==> config.mk <==
export PLATFORM = sky130hd
export DESIGN_NAME = matrix_deserializer
export DESIGN_NICKNAME = d
export VERILOG_FILES = /design/src/rtl/matrix_pkg.sv /design/src/rtl/dibit_shifter.sv /design/src/rtl/matrix_deserializer.sv
export SDC_FILE = /design/constraint.sdc
export NUM_CORES = 1
export LEC_CHECK = 0
export BUFFER_PORTS_ARGS = -buffer_cell sky130_fd_sc_hd__buf_2
export CORE_UTILIZATION = 61
export CTS_BUF_LIST = sky130_fd_sc_hd__clkbuf_4
export CTS_CLUSTER_DIAMETER = 80
export DETAILED_ROUTE_END_ITERATION = 10
export GPL_ROUTABILITY_DRIVEN = 0
export PLACE_DENSITY = 0.79
export SLEW_MARGIN = 20
export SYNTH_ARGS = -nofsm -noshare
export SYNTH_HDL_FRONTEND = slang
export SYNTH_SLANG_ARGS = --single-unit
==> constraint.sdc <==
create_clock -name eth_refclk -period 2.4 [get_ports eth_refclk]
set_input_delay 0.72 -clock eth_refclk [delete_from_list [all_inputs] [get_ports eth_refclk]]
set_output_delay 0.72 -clock eth_refclk [all_outputs]
set_load 0.02 [all_outputs]
==> src/rtl/matrix_pkg.sv <==
// Shared types and derived widths for the matrix deserializer and compiler.
// Default sizes also serve as parameter defaults for the top level.
package matrix_pkg;

    typedef enum logic [1:0] {
        ST_IDLE,
        ST_WAIT,
        ST_RECV,
        ST_DONE
    } rx_state_t;

    localparam int DEF_ELEMENT_SIZE = 8;
    localparam int DEF_SIZE_A       = 32;
    localparam int DEF_SIZE_B       = 32;
    localparam int DEF_TIMEOUT      = 4096;

    function automatic int width_of(input int n);
        return (n > 1) ? $clog2(n) : 1;
    endfunction

    localparam int ELEM_DIBITS = DEF_ELEMENT_SIZE / 2;
    localparam int DCNT_W      = width_of(ELEM_DIBITS);
    localparam int ECNT_W      = width_of(DEF_SIZE_A * DEF_SIZE_B);
    localparam int ROW_W       = width_of(DEF_SIZE_A);
    localparam int COL_W       = width_of(DEF_SIZE_B);

endpackage

==> src/rtl/dibit_shifter.sv <==
// MSB-first dibit shift register with a per-element dibit counter.
// byte_out is the element as it would look with the current dibit shifted in.
import matrix_pkg::*;

module dibit_shifter #(
    parameter int W = DEF_ELEMENT_SIZE
) (
    input  logic         clk,
    input  logic         rst,
    input  logic         load,
    input  logic         clear,
    input  logic [1:0]   dibit,
    output logic [W-1:0] byte_out,
    output logic         byte_valid,
    output logic         mid_elem
);

    localparam int ND = W / 2;
    localparam int DW = width_of(ND);
    localparam logic [DW-1:0] DLAST = DW'(ND - 1);

    logic [W-1:0]  shift_q, shift_d;
    logic [DW-1:0] dcnt_q, dcnt_d;

    always_comb begin
        byte_out   = (shift_q << 2) | W'(dibit);
        byte_valid = load && (dcnt_q == DLAST);
        mid_elem   = (dcnt_q != '0);
        shift_d    = shift_q;
        dcnt_d     = dcnt_q;
        if (clear) begin
            shift_d = '0;
            dcnt_d  = '0;
        end else if (load) begin
            shift_d = byte_out;
            dcnt_d  = (dcnt_q == DLAST) ? '0 : dcnt_q + 1'b1;
        end
    end

    always_ff @(posedge clk or posedge rst) begin
        if (rst) begin
            shift_q <= '0;
            dcnt_q  <= '0;
        end else begin
            shift_q <= shift_d;
            dcnt_q  <= dcnt_d;
        end
    end

endmodule

==> src/rtl/matrix_deserializer.sv <==
// Requests a matrix and rebuilds row-major elements from a dibit stream,
// tagging each with its row/column address for a downstream matrix store.
import matrix_pkg::*;

module matrix_deserializer #(
    parameter int MAX_ELEMENT_SIZE = DEF_ELEMENT_SIZE,
    parameter int MAX_SIZE_A       = DEF_SIZE_A,
    parameter int MAX_SIZE_B       = DEF_SIZE_B,
    parameter int TIMEOUT_CYCLES   = DEF_TIMEOUT
) (
    input  logic                          eth_refclk,
    input  logic                          rst,
    input  logic                          start,
    input  logic                          valid_data_in,
    input  logic [1:0]                    dibit,
    output logic                          data_request,
    output logic                          valid_data_out,
    output logic [$clog2(MAX_SIZE_A)-1:0] row_addr,
    output logic [$clog2(MAX_SIZE_B)-1:0] col_addr,
    output logic [MAX_ELEMENT_SIZE-1:0]   matrix_element,
    output logic                          matrix_done,
    output logic                          rx_error
);

    localparam int RW = $clog2(MAX_SIZE_A);
    localparam int CW = $clog2(MAX_SIZE_B);
    localparam int TW = $clog2(TIMEOUT_CYCLES + 1);
    localparam int EW = MAX_ELEMENT_SIZE;
    localparam logic [RW-1:0] ROW_LAST = RW'(MAX_SIZE_A - 1);
    localparam logic [CW-1:0] COL_LAST = CW'(MAX_SIZE_B - 1);
    localparam logic [TW-1:0] TMO_LAST = TW'(TIMEOUT_CYCLES - 1);

    if ((MAX_ELEMENT_SIZE % 2) != 0) begin : g_odd_elem
        $error("MAX_ELEMENT_SIZE must be even");
    end

    rx_state_t     state_q, state_d;
    logic [RW-1:0] row_q, row_d;
    logic [CW-1:0] col_q, col_d;
    logic [TW-1:0] tmo_q, tmo_d;
    logic          req_q, req_d;
    logic          vld_q, vld_d;
    logic [RW-1:0] raddr_q, raddr_d;
    logic [CW-1:0] caddr_q, caddr_d;
    logic [EW-1:0] elem_q, elem_d;
    logic          done_q, done_d;
    logic          err_q, err_d;

    logic          shf_load, shf_clear;
    logic [EW-1:0] shf_byte;
    logic          shf_valid, shf_mid;

    dibit_shifter #(.W(EW)) u_shifter (
        .clk        (eth_refclk),
        .rst        (rst),
        .load       (shf_load),
        .clear      (shf_clear),
        .dibit      (dibit),
        .byte_out   (shf_byte),
        .byte_valid (shf_valid),
        .mid_elem   (shf_mid)
    );

    always_comb begin
        state_d   = state_q;
        row_d     = row_q;
        col_d     = col_q;
        tmo_d     = tmo_q;
        req_d     = 1'b0;
        vld_d     = 1'b0;
        raddr_d   = raddr_q;
        caddr_d   = caddr_q;
        elem_d    = elem_q;
        done_d    = 1'b0;
        err_d     = err_q;
        shf_load  = 1'b0;
        shf_clear = 1'b0;
        unique case (state_q)
            ST_IDLE: begin
                if (start) begin
                    req_d     = 1'b1;
                    err_d     = 1'b0;
                    row_d     = '0;
                    col_d     = '0;
                    tmo_d     = '0;
                    shf_clear = 1'b1;
                    state_d   = ST_WAIT;
                end
            end
            ST_WAIT, ST_RECV: begin
                if (valid_data_in) begin
                    shf_load = 1'b1;
                    tmo_d    = '0;
                    state_d  = ST_RECV;
                    if (shf_valid) begin
                        vld_d   = 1'b1;
                        elem_d  = shf_byte;
                        raddr_d = row_q;
                        caddr_d = col_q;
                        if (col_q == COL_LAST) begin
                            col_d = '0;
                            row_d = row_q + 1'b1;
                            if (row_q == ROW_LAST) begin
                                state_d = ST_DONE;
                            end
                        end else begin
                            col_d = col_q + 1'b1;
                        end
                    end
                end else if (shf_mid) begin
                    // partial element is dropped, never strobed
                    err_d     = 1'b1;
                    shf_clear = 1'b1;
                    state_d   = ST_IDLE;
                end else if (tmo_q == TMO_LAST) begin
                    err_d   = 1'b1;
                    state_d = ST_IDLE;
                end else begin
                    tmo_d = tmo_q + 1'b1;
                end
            end
            ST_DONE: begin
                done_d  = 1'b1;
                state_d = ST_IDLE;
            end
            default: state_d = ST_IDLE;
        endcase
    end

    always_ff @(posedge eth_refclk or posedge rst) begin
        if (rst) begin
            state_q <= ST_IDLE;
            row_q   <= '0;
            col_q   <= '0;
            tmo_q   <= '0;
            req_q   <= 1'b0;
            vld_q   <= 1'b0;
            raddr_q <= '0;
            caddr_q <= '0;
            elem_q  <= '0;
            done_q  <= 1'b0;
            err_q   <= 1'b0;
        end else begin
            state_q <= state_d;
            row_q   <= row_d;
            col_q   <= col_d;
            tmo_q   <= tmo_d;
            req_q   <= req_d;
            vld_q   <= vld_d;
            raddr_q <= raddr_d;
            caddr_q <= caddr_d;
            elem_q  <= elem_d;
            done_q  <= done_d;
            err_q   <= err_d;
        end
    end

    assign data_request   = req_q;
    assign valid_data_out = vld_q;
    assign row_addr       = raddr_q;
    assign col_addr       = caddr_q;
    assign matrix_element = elem_q;
    assign matrix_done    = done_q;
    assign rx_error       = err_q;

endmodule

==> key figures <==
Global routing
  – First-pass GRT wire length: 7.879 mm
  – Grt peak-use layer: met2
  – Initial antenna violation count: 0
  – Vias in the first global route: 1684
  – Met2 usage: 36.52%
  – Largest net degree at the start of global routing: 56
  – Met1 usage: 31.88%
  – GRT Overall Usage: 22.69%
  – Grt ovf: 0
  – M3 GR Usage: 4.833%

Logic synthesis
  – Post-synth EDFFs: 0
  – Adder-Cell Fraction of Synth Area: 4.223%
  – FF+latch count, synth: 55
  – Sequential element share of the synthesized area: 51.62%
  – Yosys cell types: 42
  – Top cells by count, synth: dfrtp_1 (55), nand2_1 (31), mux2_2 (16)
  – Count leader, synth: dfrtp_1
  – Synth Instances: 250
  – Post-synthesis xor/xnor area fraction: 0%
  – Synth Area per Inst: 10.67 um^2
  – Most used flip-flop cell after synthesis: dfrtp_1
  – Async SR Flop Fraction: 100.0%
  – Dominant cells by area after synthesis: dfrtp_1 (52%), mux2_2 (6.8%), nand2_1 (4.4%), ha_1 (4.2%), o31ai_1 (3.9%)
  – Area leader, netlist: dfrtp_1
  – Largest family of logic cells by synthesized area: compound AO/OA/AOI/OAI gates
  – Yosys top cell area share: 51.62%
  – Mapped cell area: 2666 um^2
  – Mux share of post-synthesis cell area: 7.508%
  – Syn nets: 265
  – YS warnings: 0
  – Compound-Gate Fraction of Synth Area: 16.52%
  – Simple logic cell fraction of the synthesized area: 16.10%

Clock network
  – CTS tree: done
  – CTS Buf Count: 5
  – CTS clk-pin slew, worst paths: 0.15 ns
  – CTS H-tree lvls: 2
  – Clock root buffer: clkbuf_4
  – CTS resizes: 0
  – Post-CTS Setup Repair Bufs: 0
  – Max clock buf depth: 2
  – Insertion delay to the later sink of the worst-skew pair: 0.37 ns
  – Hold_buf cts: 0
  – Clock Sinks: 55

Timing
  – Worst slew pin tran: 0.6016 ns
  – Pins Over Slew Limit: 0
  – Final Critical Period: 2.116 ns
  – Worst relative slew slack: 59.37%
  – Setup_tns: 0 ns
  – Period Utilization, post-route: 88.16%
  – Max Fclk: 472.6 MHz
  – Final setup vio count: 0
  – Fin Clk Skew: 0.01348 ns
  – Hold Vio Cnt, Final: 0
  – RSZ-0062 raised after global routing: no

Die
  – Die X: 68.12 um
  – Core ar.: 4086 um^2
  – Die ar.: 4640 um^2
  – Ports: 28
  – Initial Utilization: 65.25%
  – Row count: 23
  – DIE HEIGHT: 68.12 um

Worst setup path
  – Nature of the critical path startpoint: flop
  – Crit path cell chain: nand4_2 -> o41ai_1 -> or4_1 -> o21ai_0
  – Max stage delay on crit path: 0.65 ns
  – WP data arrival: 2.36 ns
  – Crit Path Category: flop to flop
  – Slowest CP cell: o41ai_1
  – Family with the most delay on the worst path: compound AO/OA/AOI/OAI gates
  – Endpoint class of the critical path: flop
  – Crit path buf inv count: 0
  – Worst Path Max Fanout: 10
  – Critical Path RT: 2.64 ns

Layout
  – Layout cells sized above 1: 23.93%
  – Area delta synth->final: 9.995%
  – Post-layout nets: 294
  – Ant. Diodes: 0

Placement
  – Port bufs: 27
  – Post-DP HPWL: 3.424 mm

Pwr
  – Design Power: 2.984 mW
  – Peak supply drop: 0.6027 mV
  – Pwr Density: 1018 nW/um^2
  – Pleak: 1.501 nW

Drt
  – Total number of vias: 1915
  – DRT Pass-1 Iters: 4
  – Vias per inst: 5.803
  – Detail Route Antenna Nets: 0
  – DRC violations left: 0
  – Post-Route WL: 4.830 mm
  – DR WL/cell: 14.64 um
  – Initial DRC Count: 126

Run
  – # Max-Cap Violations: 0

Worst hold path
  – HP Class: primary input to async pin

Run status
  – Status: finished, final reports clean
layout by cell type, fill, tap and decap left out, types with 7 or more instances in the layout:
master / netlist / routed
dfrtp_1: 55 / 55
nand2_1: 31 / 31
buf_2: 5 / 27
mux2_2: 16 / 16
a21oi_1: 14 / 14
o31ai_1: 14 / 14
o21ai_0: 12 / 12
nand3_1: 10 / 10
inv_1: 10 / 9
ha_1: 9 / 9
nand2b_1: 8 / 8
buf_4: 1 / 8
nor2_1: 7 / 7
registers in the layout, indices dropped and copies added (netlist names):
signal             count
matrix_done            1
col_addr               5
state_q                2
tmo_q                 13
row_q                  5
row_addr               5
valid_data_out         1
u_shifter.shift_q      6
u_shifter.dcnt_q       2
matrix_element         8
data_request           1
col_q                  5
rx_error               1
through the flow:
step                      hold WS, ns  cells  cell area (um^2)  setup slack (ns)  utilization (%)
after floorplan                0.4618    250              2666            0.3371                -
after global placement         0.4682    322              2874            0.2341            70.33
after detailed placement       0.4717    322              2874            0.2083            70.33
after CTS                      0.3648    330              2933            0.3042            71.77
after global routing           0.3763    330              2933            0.2028            71.77
final                          0.3649    330              2933            0.2841            71.77
final timing paths:
path                             start          end  slack (ns)  cells after the start
max                           tmo_q[3]     tmo_q[2]        0.28                      4
max reg2reg                   tmo_q[3]     tmo_q[2]        0.28                      4
min in group eth_refclk    col_addr[4]  col_addr[4]        0.50                      2
min reg2reg                col_addr[4]  col_addr[4]        0.50                      2
max in group asynchronous          rst     rx_error        1.79                      3
min                                rst     col_q[1]        0.36                      3
area by class of cell:
type | count | area (um^2)
well taps | 50 | 62.56
repair buffers | 36 | 215.2
clock inverters | 3 | 21.27
fillers | 327 | 1154
inverters | 10 | 37.54
clock buffers | 5 | 37.54
multi-input cells | 171 | 1182
flip-flops and latches | 55 | 1376
worst reg2reg max path: cells and delay by family, from the launching register on:
kind	cells	cell delay, ns
flip-flops	1	0.53
AO/OA/AOI/OAI	2	0.80
AND/OR/NAND/NOR	2	0.68
logic make-up after synthesis:
logic type / after synthesis
AOI/OAI and AO/OA: 62
adders and majority gates: 9
buffers and inverters: 24
DFF: 55
muxes: 18
and+or+nand+nor: 82
where the power goes:
part | total (mW) | switching, mW | leakage (nW) | internal (mW)
Combinational | 1.29 | 0.790 | 0.721 | 0.498
Sequential | 1.29 | 0.147 | 0.747 | 1.14
Clock | 0.406 | 0.286 | 0.0336 | 0.119
Total | 2.98 | 1.22 | 1.50 | 1.76
layer usage:
layer	vias up	routed length, um
li1	966	-
met1	913	2389
met2	31	2241
met3	5	165
met4	0	34
met5	-	0
(Power assumes the default switching activity.)
